==> config.mk <==
export PLATFORM = sky130hd
export DESIGN_NAME = inst_fifo
export DESIGN_NICKNAME = d
export VERILOG_FILES = /design/src/rtl/inst_fifo_pkg.sv /design/src/rtl/inst_fifo_perf.sv /design/src/rtl/inst_fifo.sv
export SDC_FILE = /design/constraint.sdc
export NUM_CORES = 2
export LEC_CHECK = 0
export BUFFER_PORTS_ARGS = -buffer_cell sky130_fd_sc_hd__clkbuf_2
export CAP_MARGIN = 20
export CELL_PAD_IN_SITES_DETAIL_PLACEMENT = 1
export CELL_PAD_IN_SITES_GLOBAL_PLACEMENT = 2
export CORE_MARGIN = 2
export CORE_UTILIZATION = 28
export CTS_CLUSTER_DIAMETER = 120
export CTS_CLUSTER_SIZE = 12
export DETAILED_ROUTE_END_ITERATION = 10
export GPL_TIMING_DRIVEN = 0
export PLACE_DENSITY_LB_ADDON = 0.1
export SYNTH_ARGS = -nofsm -noshare
export SYNTH_HDL_FRONTEND = slang
export SYNTH_SLANG_ARGS = --single-unit
==> constraint.sdc <==
create_clock -name clk -period 10.4 [get_ports clk]
set_clock_uncertainty 0.15 [all_clocks]
set_input_delay 1.04 -clock clk [delete_from_list [all_inputs] [get_ports clk]]
set_output_delay 1.04 -clock clk [all_outputs]
set_load 0.03 [all_outputs]
==> src/rtl/inst_fifo_pkg.sv <==
// Shared types and defaults for the fetch-to-decode instruction queue.
// Pure definitions: no latency or backpressure of its own.
package inst_fifo_pkg;

    localparam int INST_FIFO_DEPTH_DEFAULT = 16;

    typedef struct packed {
        logic [31:0] addr;
        logic [31:0] data;
    } fifo_entry_t;

    // Number of entries asked for by a primary/secondary enable pair;
    // the secondary is ignored unless the primary is also set.
    function automatic logic [1:0] req_count(input logic en1, input logic en2);
        return {1'b0, en1} + {1'b0, en1 & en2};
    endfunction

endpackage

==> src/rtl/inst_fifo_perf.sv <==
// Saturating pop/empty event counters for the instruction queue; cleared only by rst.
// Counts are registered: an event at edge N shows at N+1; never stalls anything.
module inst_fifo_perf (
    input  logic        clk,
    input  logic        rst,
    input  logic        i_pop_dual,
    input  logic        i_pop_single,
    input  logic        i_empty,
    output logic [31:0] o_dual_cnt,
    output logic [31:0] o_single_cnt,
    output logic [31:0] o_empty_cnt
);

    logic [31:0] r_dual_cnt;
    logic [31:0] r_single_cnt;
    logic [31:0] r_empty_cnt;

    always_ff @(posedge clk or posedge rst) begin
        if (rst) begin
            r_dual_cnt   <= '0;
            r_single_cnt <= '0;
            r_empty_cnt  <= '0;
        end else begin
            if (i_pop_dual && (r_dual_cnt != '1))
                r_dual_cnt <= r_dual_cnt + 32'd1;
            if (i_pop_single && (r_single_cnt != '1))
                r_single_cnt <= r_single_cnt + 32'd1;
            if (i_empty && (r_empty_cnt != '1))
                r_empty_cnt <= r_empty_cnt + 32'd1;
        end
    end

    assign o_dual_cnt   = r_dual_cnt;
    assign o_single_cnt = r_single_cnt;
    assign o_empty_cnt  = r_empty_cnt;

endmodule

==> src/rtl/inst_fifo.sv <==
// inst_fifo: dual-push/dual-pop fetch->decode instruction queue; INST_FIFO_PERF_EN adds perf counters.
// Pushes visible one cycle later; no backpressure wait: oversized pushes are dropped whole, over-pops clamp.
module inst_fifo
    import inst_fifo_pkg::*;
#(
    parameter int DEPTH = INST_FIFO_DEPTH_DEFAULT,
    parameter int PTR_W = $clog2(DEPTH)
) (
    input  logic        clk,
    input  logic        rst,
    input  logic        flush,
    input  logic        write_en1,
    input  logic        write_en2,
    input  logic [31:0] write_addr1,
    input  logic [31:0] write_addr2,
    input  logic [31:0] write_data1,
    input  logic [31:0] write_data2,
    input  logic        read_en1,
    input  logic        read_en2,
    output logic [31:0] read_addr1,
    output logic [31:0] read_data1,
    output logic [31:0] read_addr2,
    output logic [31:0] read_data2,
    output logic        fifo_empty,
    output logic        fifo_almost_empty,
    output logic        fifo_full,
    output logic [31:0] perf_dual_cnt,
    output logic [31:0] perf_single_cnt,
    output logic [31:0] perf_empty_cnt
);

    fifo_entry_t      r_mem [DEPTH];
    logic [PTR_W-1:0] r_rptr;
    logic [PTR_W-1:0] r_wptr;
    logic [PTR_W:0]   r_count;

    logic [1:0]       w_npush_req;
    logic [1:0]       w_npop_req;
    logic [1:0]       w_npush;
    logic [1:0]       w_npop;
    logic [PTR_W:0]   w_free;
    logic             w_push_ok;
    logic [PTR_W-1:0] w_rptr_p1;
    logic [PTR_W-1:0] w_wptr_p1;

    assign w_npush_req = req_count(write_en1, write_en2);
    assign w_npop_req  = req_count(read_en1, read_en2);

    // Free space uses the pre-cycle count only; a same-cycle pop gives no credit.
    assign w_free    = (PTR_W+1)'(DEPTH) - r_count;
    assign w_push_ok = w_free >= (PTR_W+1)'(w_npush_req);
    assign w_npush   = w_push_ok ? w_npush_req : 2'd0;

    // Only counts of 0 or 1 can be short of a dual pop, so the low bits suffice.
    assign w_npop = (r_count >= (PTR_W+1)'(w_npop_req)) ? w_npop_req : r_count[1:0];

    assign w_rptr_p1 = r_rptr + 1'b1;
    assign w_wptr_p1 = r_wptr + 1'b1;

    always_ff @(posedge clk or posedge rst) begin
        if (rst) begin
            r_rptr  <= '0;
            r_wptr  <= '0;
            r_count <= '0;
        end else if (flush) begin
            r_rptr  <= '0;
            r_wptr  <= '0;
            r_count <= '0;
        end else begin
            r_rptr  <= r_rptr + PTR_W'(w_npop);
            r_wptr  <= r_wptr + PTR_W'(w_npush);
            r_count <= r_count + (PTR_W+1)'(w_npush) - (PTR_W+1)'(w_npop);
        end
    end

    always_ff @(posedge clk) begin
        if (!flush && (w_npush != 2'd0)) begin
            r_mem[r_wptr] <= '{addr: write_addr1, data: write_data1};
            if (w_npush == 2'd2)
                r_mem[w_wptr_p1] <= '{addr: write_addr2, data: write_data2};
        end
    end

    assign read_addr1 = r_mem[r_rptr].addr;
    assign read_data1 = r_mem[r_rptr].data;
    assign read_addr2 = r_mem[w_rptr_p1].addr;
    assign read_data2 = r_mem[w_rptr_p1].data;

    assign fifo_empty        = (r_count == '0);
    assign fifo_almost_empty = (r_count == (PTR_W+1)'(1));
    assign fifo_full         = (r_count >= (PTR_W+1)'(DEPTH - 1));

`ifdef INST_FIFO_PERF_EN
    logic w_pop_dual;
    logic w_pop_single;

    // A flushed cycle discards its pops, so it counts as neither kind.
    assign w_pop_dual   = !flush && (w_npop == 2'd2);
    assign w_pop_single = !flush && (w_npop == 2'd1);

    inst_fifo_perf u_perf (
        .clk          (clk),
        .rst          (rst),
        .i_pop_dual   (w_pop_dual),
        .i_pop_single (w_pop_single),
        .i_empty      (fifo_empty),
        .o_dual_cnt   (perf_dual_cnt),
        .o_single_cnt (perf_single_cnt),
        .o_empty_cnt  (perf_empty_cnt)
    );
`else
    assign perf_dual_cnt   = 32'd0;
    assign perf_single_cnt = 32'd0;
    assign perf_empty_cnt  = 32'd0;
`endif

endmodule

======== Yosys cells after proc, flatten, opt, wreduce, memory -nomap -nowiden ========
Memory sizes are Yosys's and may differ from the RTL's.
Cells that the tools add are included.
word-level totals
  memories ................................ 1
  bits in registers ....................... 13
  logic and storage cells ................. 34
  input bits .............................. 135
  RAM bits ................................ 1024
operators by class
  reductions and logical operators ........ 4
  $lt $le $gt $ge ......................... 3
  bitwise gates (word level) .............. 2
  equal/unequal tests ..................... 2
  $add $sub $neg .......................... 9
  multiplexer cells ....................... 10
memory list
  name   words  width  rd ports  clocked after memory_dff  write ports  line             RTL
  r_mem  16     64     2         0                         2            inst_fifo.sv:32  fifo_entry_t r_mem [DEPTH];
operator list
  operator                                                            count
  greater-or-equal comparator 5 x 2 -> 1 bit                          2
  adder 4 x 1 -> 4 bit (second input constant)                        2
  adder 4 x 2 -> 4 bit                                                2
  two-way mux 4 bit                                                   2
  adder 5 x 2 -> 5 bit                                                1
  == test 5 x 1 -> 1 bit (second input constant)                      1
  greater-or-equal comparator 5 x 4 -> 1 bit (second input constant)  1
  zero test 5 bit                                                     1
  two-way mux 1 bit                                                   5
  two-way mux 5 bit                                                   1
  subtractor 5 x 2 -> 5 bit                                           1
  subtractor 5 bit (first input constant)                             1
  adder 1 x 1 -> 2 bit                                                2
  two-way mux 2 bit                                                   2
  AND 1 bit                                                           2
  == test 2 bit (second input constant)                               1
  nonzero test 2 bit                                                  1
  logical AND 1 bit                                                   1
  zero test 1 bit                                                     1

======== Logic depth before layout (Yosys ltp) ========
  depth after elaboration ................. 8
  gate-level depth with buffers ........... 19
  depth with buffers taken out ............ 17

======== Worst setup path before layout ========
OpenSTA, ideal clock, no wires.
  path kind ............................... input-to-reg
  from .................................... input write_en2
  to ...................................... memory r_mem[13][0] in the netlist's numbering, enable pin
  slack ................................... 1310 ps
  required time ........................... 9606 ps
  data arrival time ....................... 8296 ps
  stages on the path ...................... 7
  buffers on the path ..................... 1
  setup time .............................. 644 ps
  cell sequence ........................... buf_2 nor2b_1 ha_1 nor2b_1 o221ai_1 nor2_1 nor4_1
RTL lines
  item             line             RTL
  start, declared  inst_fifo.sv:13  input logic write_en2,
  end, declared    inst_fifo.sv:32

======== Worst setup path in the final report ========
  from .................................... register r_rptr[1]
  to ...................................... output read_addr1[5]
between the ends
  longest elaborated chain between the ends .. 1
RTL lines
  item                       line             RTL
  start, declared            inst_fifo.sv:33  logic [PTR_W-1:0] r_rptr;
  start signal, assigned     inst_fifo.sv:70  r_rptr <= r_rptr + PTR_W'(w_npop);
  memory read (16 x 64 bit)  -
  end, declared              inst_fifo.sv:20  output logic [31:0] read_addr1,
Every way passes these cells.

==> summary.txt <==
Global routing
  – Initial antenna violation count: 32
  – Largest net degree at the start of global routing: 34
  – Vias in the first global route: slightly above 40000
  – First-pass GRT wire length: 376000 um
  – Total global routing overflow: 0
  – Total Routing Usage GR: 24.9%

Critical path
  – R2r startpoint: r_count[1]
  – Worst R2R Setup Slack: 5.03 ns
  – CP endpoint: read_addr1[5]
  – Crit Path Max Fanout: 10
  – Setup crit end kind: primary output
  – R2r worst-path depth: 16
  – Critical-path cell list: clkbuf_1 -> buf_2 -> inv_1 -> clkbuf_1 -> buf_8 -> clkbuf_1 -> clkbuf_1 -> nand2_1 -> a31oi_1 -> clkbuf_2
  – Worst Path Arrival: 5.45 ns
  – Crit-path slowest cell: clkbuf_1
  – CP required: 9.21 ns
  – CP Launch Type: flip-flop
  – Crit Path Category: flip-flop to primary output
  – CP peak stage delay: 0.89 ns
  – RR Endpoint: r_count[4]
  – Crit-path most repeated cell: clkbuf_1
  – Critical path startpoint: r_rptr[1]

Route
  – Total wire length: 283000 um
  – Wire per inst: around 39 um
  – Antenna violation net count after detailed routing: 0
  – Initial drt markers: 3807
  – Pre-antenna DRT Iters: 5
  – Vias: around 39000
  – Vias/cell: 5.46
  – # DRC: 0

Logic synthesis
  – Synth Warn #: 0
  – Yosys cell types: 53
  – Multiplexer area fraction after synthesis: 40.5%
  – Ys flop type: edfxtp_1
  – Ys async rst share: under 10%
  – Mapped Cells: 3593
  – Post-synthesis simple-gate area fraction: 1.70%
  – XOR/XNOR share of the synthesized area: 0.126%
  – FF+latch count, synth: around 1000
  – Synth Area in Adders: 0.598%
  – Largest family of logic cells by synthesized area: multiplexers
  – Mapped Avg Cell Area: 17.1 um2
  – Seq/Total Area, Yosys: 50.5%
  – Compound-Gate Fraction of Synth Area: 1.99%
  – Mapped Area: a little over 60000 um2
  – Post-synth EDFFs: 1024

STA
  – Final hold violations: 0
  – Final setup TNS: 0 ns
  – Tcrit/Tclk final: 63.9%
  – Min cycle time layout: 6.64 ns
  – Worst slew pin tran: 1.21 ns
  – Fmax: 0.151 GHz
  – RSZ-0062 raised after global routing: no
  – Final setup fails: 0
  – Worst Hold Margin: 0.173 ns
  – Max-slew violation count: 0
  – Rel. slew slack: 19.1%

Clocking
  – Hold_buf cts: 0
  – CTS tree: done
  – Htree depth: 3
  – Setup Buffers After CTS: 0
  – Cts repair resizes: 0
  – Later-pin clock latency in the skew report: 0.77 ns
  – Clock slew at reported path FFs: 0.07 ns
  – CTS sink cnt: 1037
  – Root Buffer: clkbuf_16
  – Clock Path Buffers: 3
  – Cts bufs inserted: 97

Worst hold path
  – Hold Crit Class: input port to async pin

Power and ir drop
  – Leak: 23.6 nW
  – Power, Total: 17.2 mW
  – Maximum VDD drop: 0.154 mV
  – Power Dens Cells: about 240 nW/um2

Floorplanning
  – Initial Util: roughly 28%
  – I/O pin count: 362
  – Core ar.: 219000 um2
  – DIE HEIGHT: 473 um
  – Die width: 473 um
  – Die area: 224000 um2
  – FP Rows: 172

Layout
  – Final net count: 4437
  – Share of cells above drive strength 1: 55.6%
  – Multi-input logic area: 28200 um2
  – Register Area: 31100 um2
  – Area delta synth->final: 17.9%
  – Filler Cell Count: approximately 22000

Place
  – Buffers on Ports: 264
  – Gp weighted congestion: 0.757
  – Post-DP HPWL: between 200000 and 250000 um

Job
  – Max_cap viols: 0

Run status
  – Status: finished, final reports clean
flip-flops by register name (all words and copies together) (netlist names):
name	count
r_wptr	4
r_count	5
r_mem	1024
r_rptr	4
through the flow:
stage          setup WS, ns  cell area (um2)  util [%]  cells
2_1_floorplan          1.31            61900         -   3688
3_3_place_gp         -14.42            66800      30.5   6823
3_5_place_dp           4.53            69900      31.9   7044
4_1_cts                3.68            72500      33.1   7161
5_1_grt                3.64            72500      33.1   7169
6_report               3.76            72600      33.1   7176
worst max-delay path, delay by kind of cell (launching register included):
kind | cells | cell delay, ns
buf+inv | 8 | 3.48
compound gates | 1 | 0.56
flops | 1 | 0.49
simple gates | 1 | 0.11
how the worst min path moves through the flow:
stage	startpoint	end	slack, ns	cells after the start
floorplan	r_rptr[0]	r_rptr[0]	0.46	2
global placement	r_wptr[0]	r_wptr[0]	0.59	2
detailed placement	r_wptr[0]	r_wptr[0]	0.61	2
CTS	rst	r_rptr[1]	0.15	2
global route	rst	r_count[4]	0.19	2
finish	rst	r_count[4]	0.17	2
synth_stat cells, drive strengths merged (15+ instances only):
cell type / number / share of area, %
mux2: 1026 / 19
and2: 41 / 0.42
nor2: 15 / 0.091
a211oi: 69 / 0.84
ha: 23 / 0.47
nor2b: 38 / 0.39
nand2: 68 / 0.41
a31oi: 25 / 0.25
mux2i: 40 / 0.65
a21oi: 58 / 0.66
edfxtp: 1024 / 50
clkbuf: 195 / 1.2
mux4: 576 / 21
inv: 15 / 0.091
buf: 305 / 3.3
routing by layer:
metal / global-route usage (%) / share of wire (%) / vias to the layer above
met1: 34.1 / 44 / 21700
met5: 0 / 0.053 / -
li1: - / - / 15900
met2: 41.7 / 49 / 1312
met3: 3.49 / 4.9 / 302
met4: 5.99 / 2.5 / 24
power by group:
part	internal [mW]	total (mW)	switching (mW)	leakage (nW)
clock	1.71	3.44	1.73	1.27
combinational	3.45	8.94	5.49	12.9
sequential	4.73	4.81	0.0778	9.41
total	9.89	17.2	7.30	23.6
logic make-up (layout without fill, tap and decap cells):
logic type,Yosys count,in the layout
mux,1642,1642
flops,1037,1037
buf+inv,515,1120
simple gates,195,195
compound gates,168,168
fa+ha+maj,27,27
xor+xnor,8,8
other cells,1,108
placed cells by master, fill, tap and decap left out, types with 83 or more instances in the layout:
master,n
mux2_2,881
mux2_1,145
clkbuf_1,202
clkbuf_16,98
buf_6,83
conb_1,96
edfxtp_1,1024
mux4_2,576
buf_4,218
clkbuf_2,265
buf_2,119
area by class of cell:
type / count / area share (%)
diodes: 12 / 0.0414
plain buffers: 500 / 3.83
clock buffers: 107 / 3.43
clock inverters: 10 / 0.167
inverters: 15 / 0.0776
multi-input cells: 2136 / 38.8
flip-flops and latches: 1037 / 42.8
well taps: 2871 / 4.95
repair buffers: 488 / 5.85
Power figures use the tool's default switching activity.
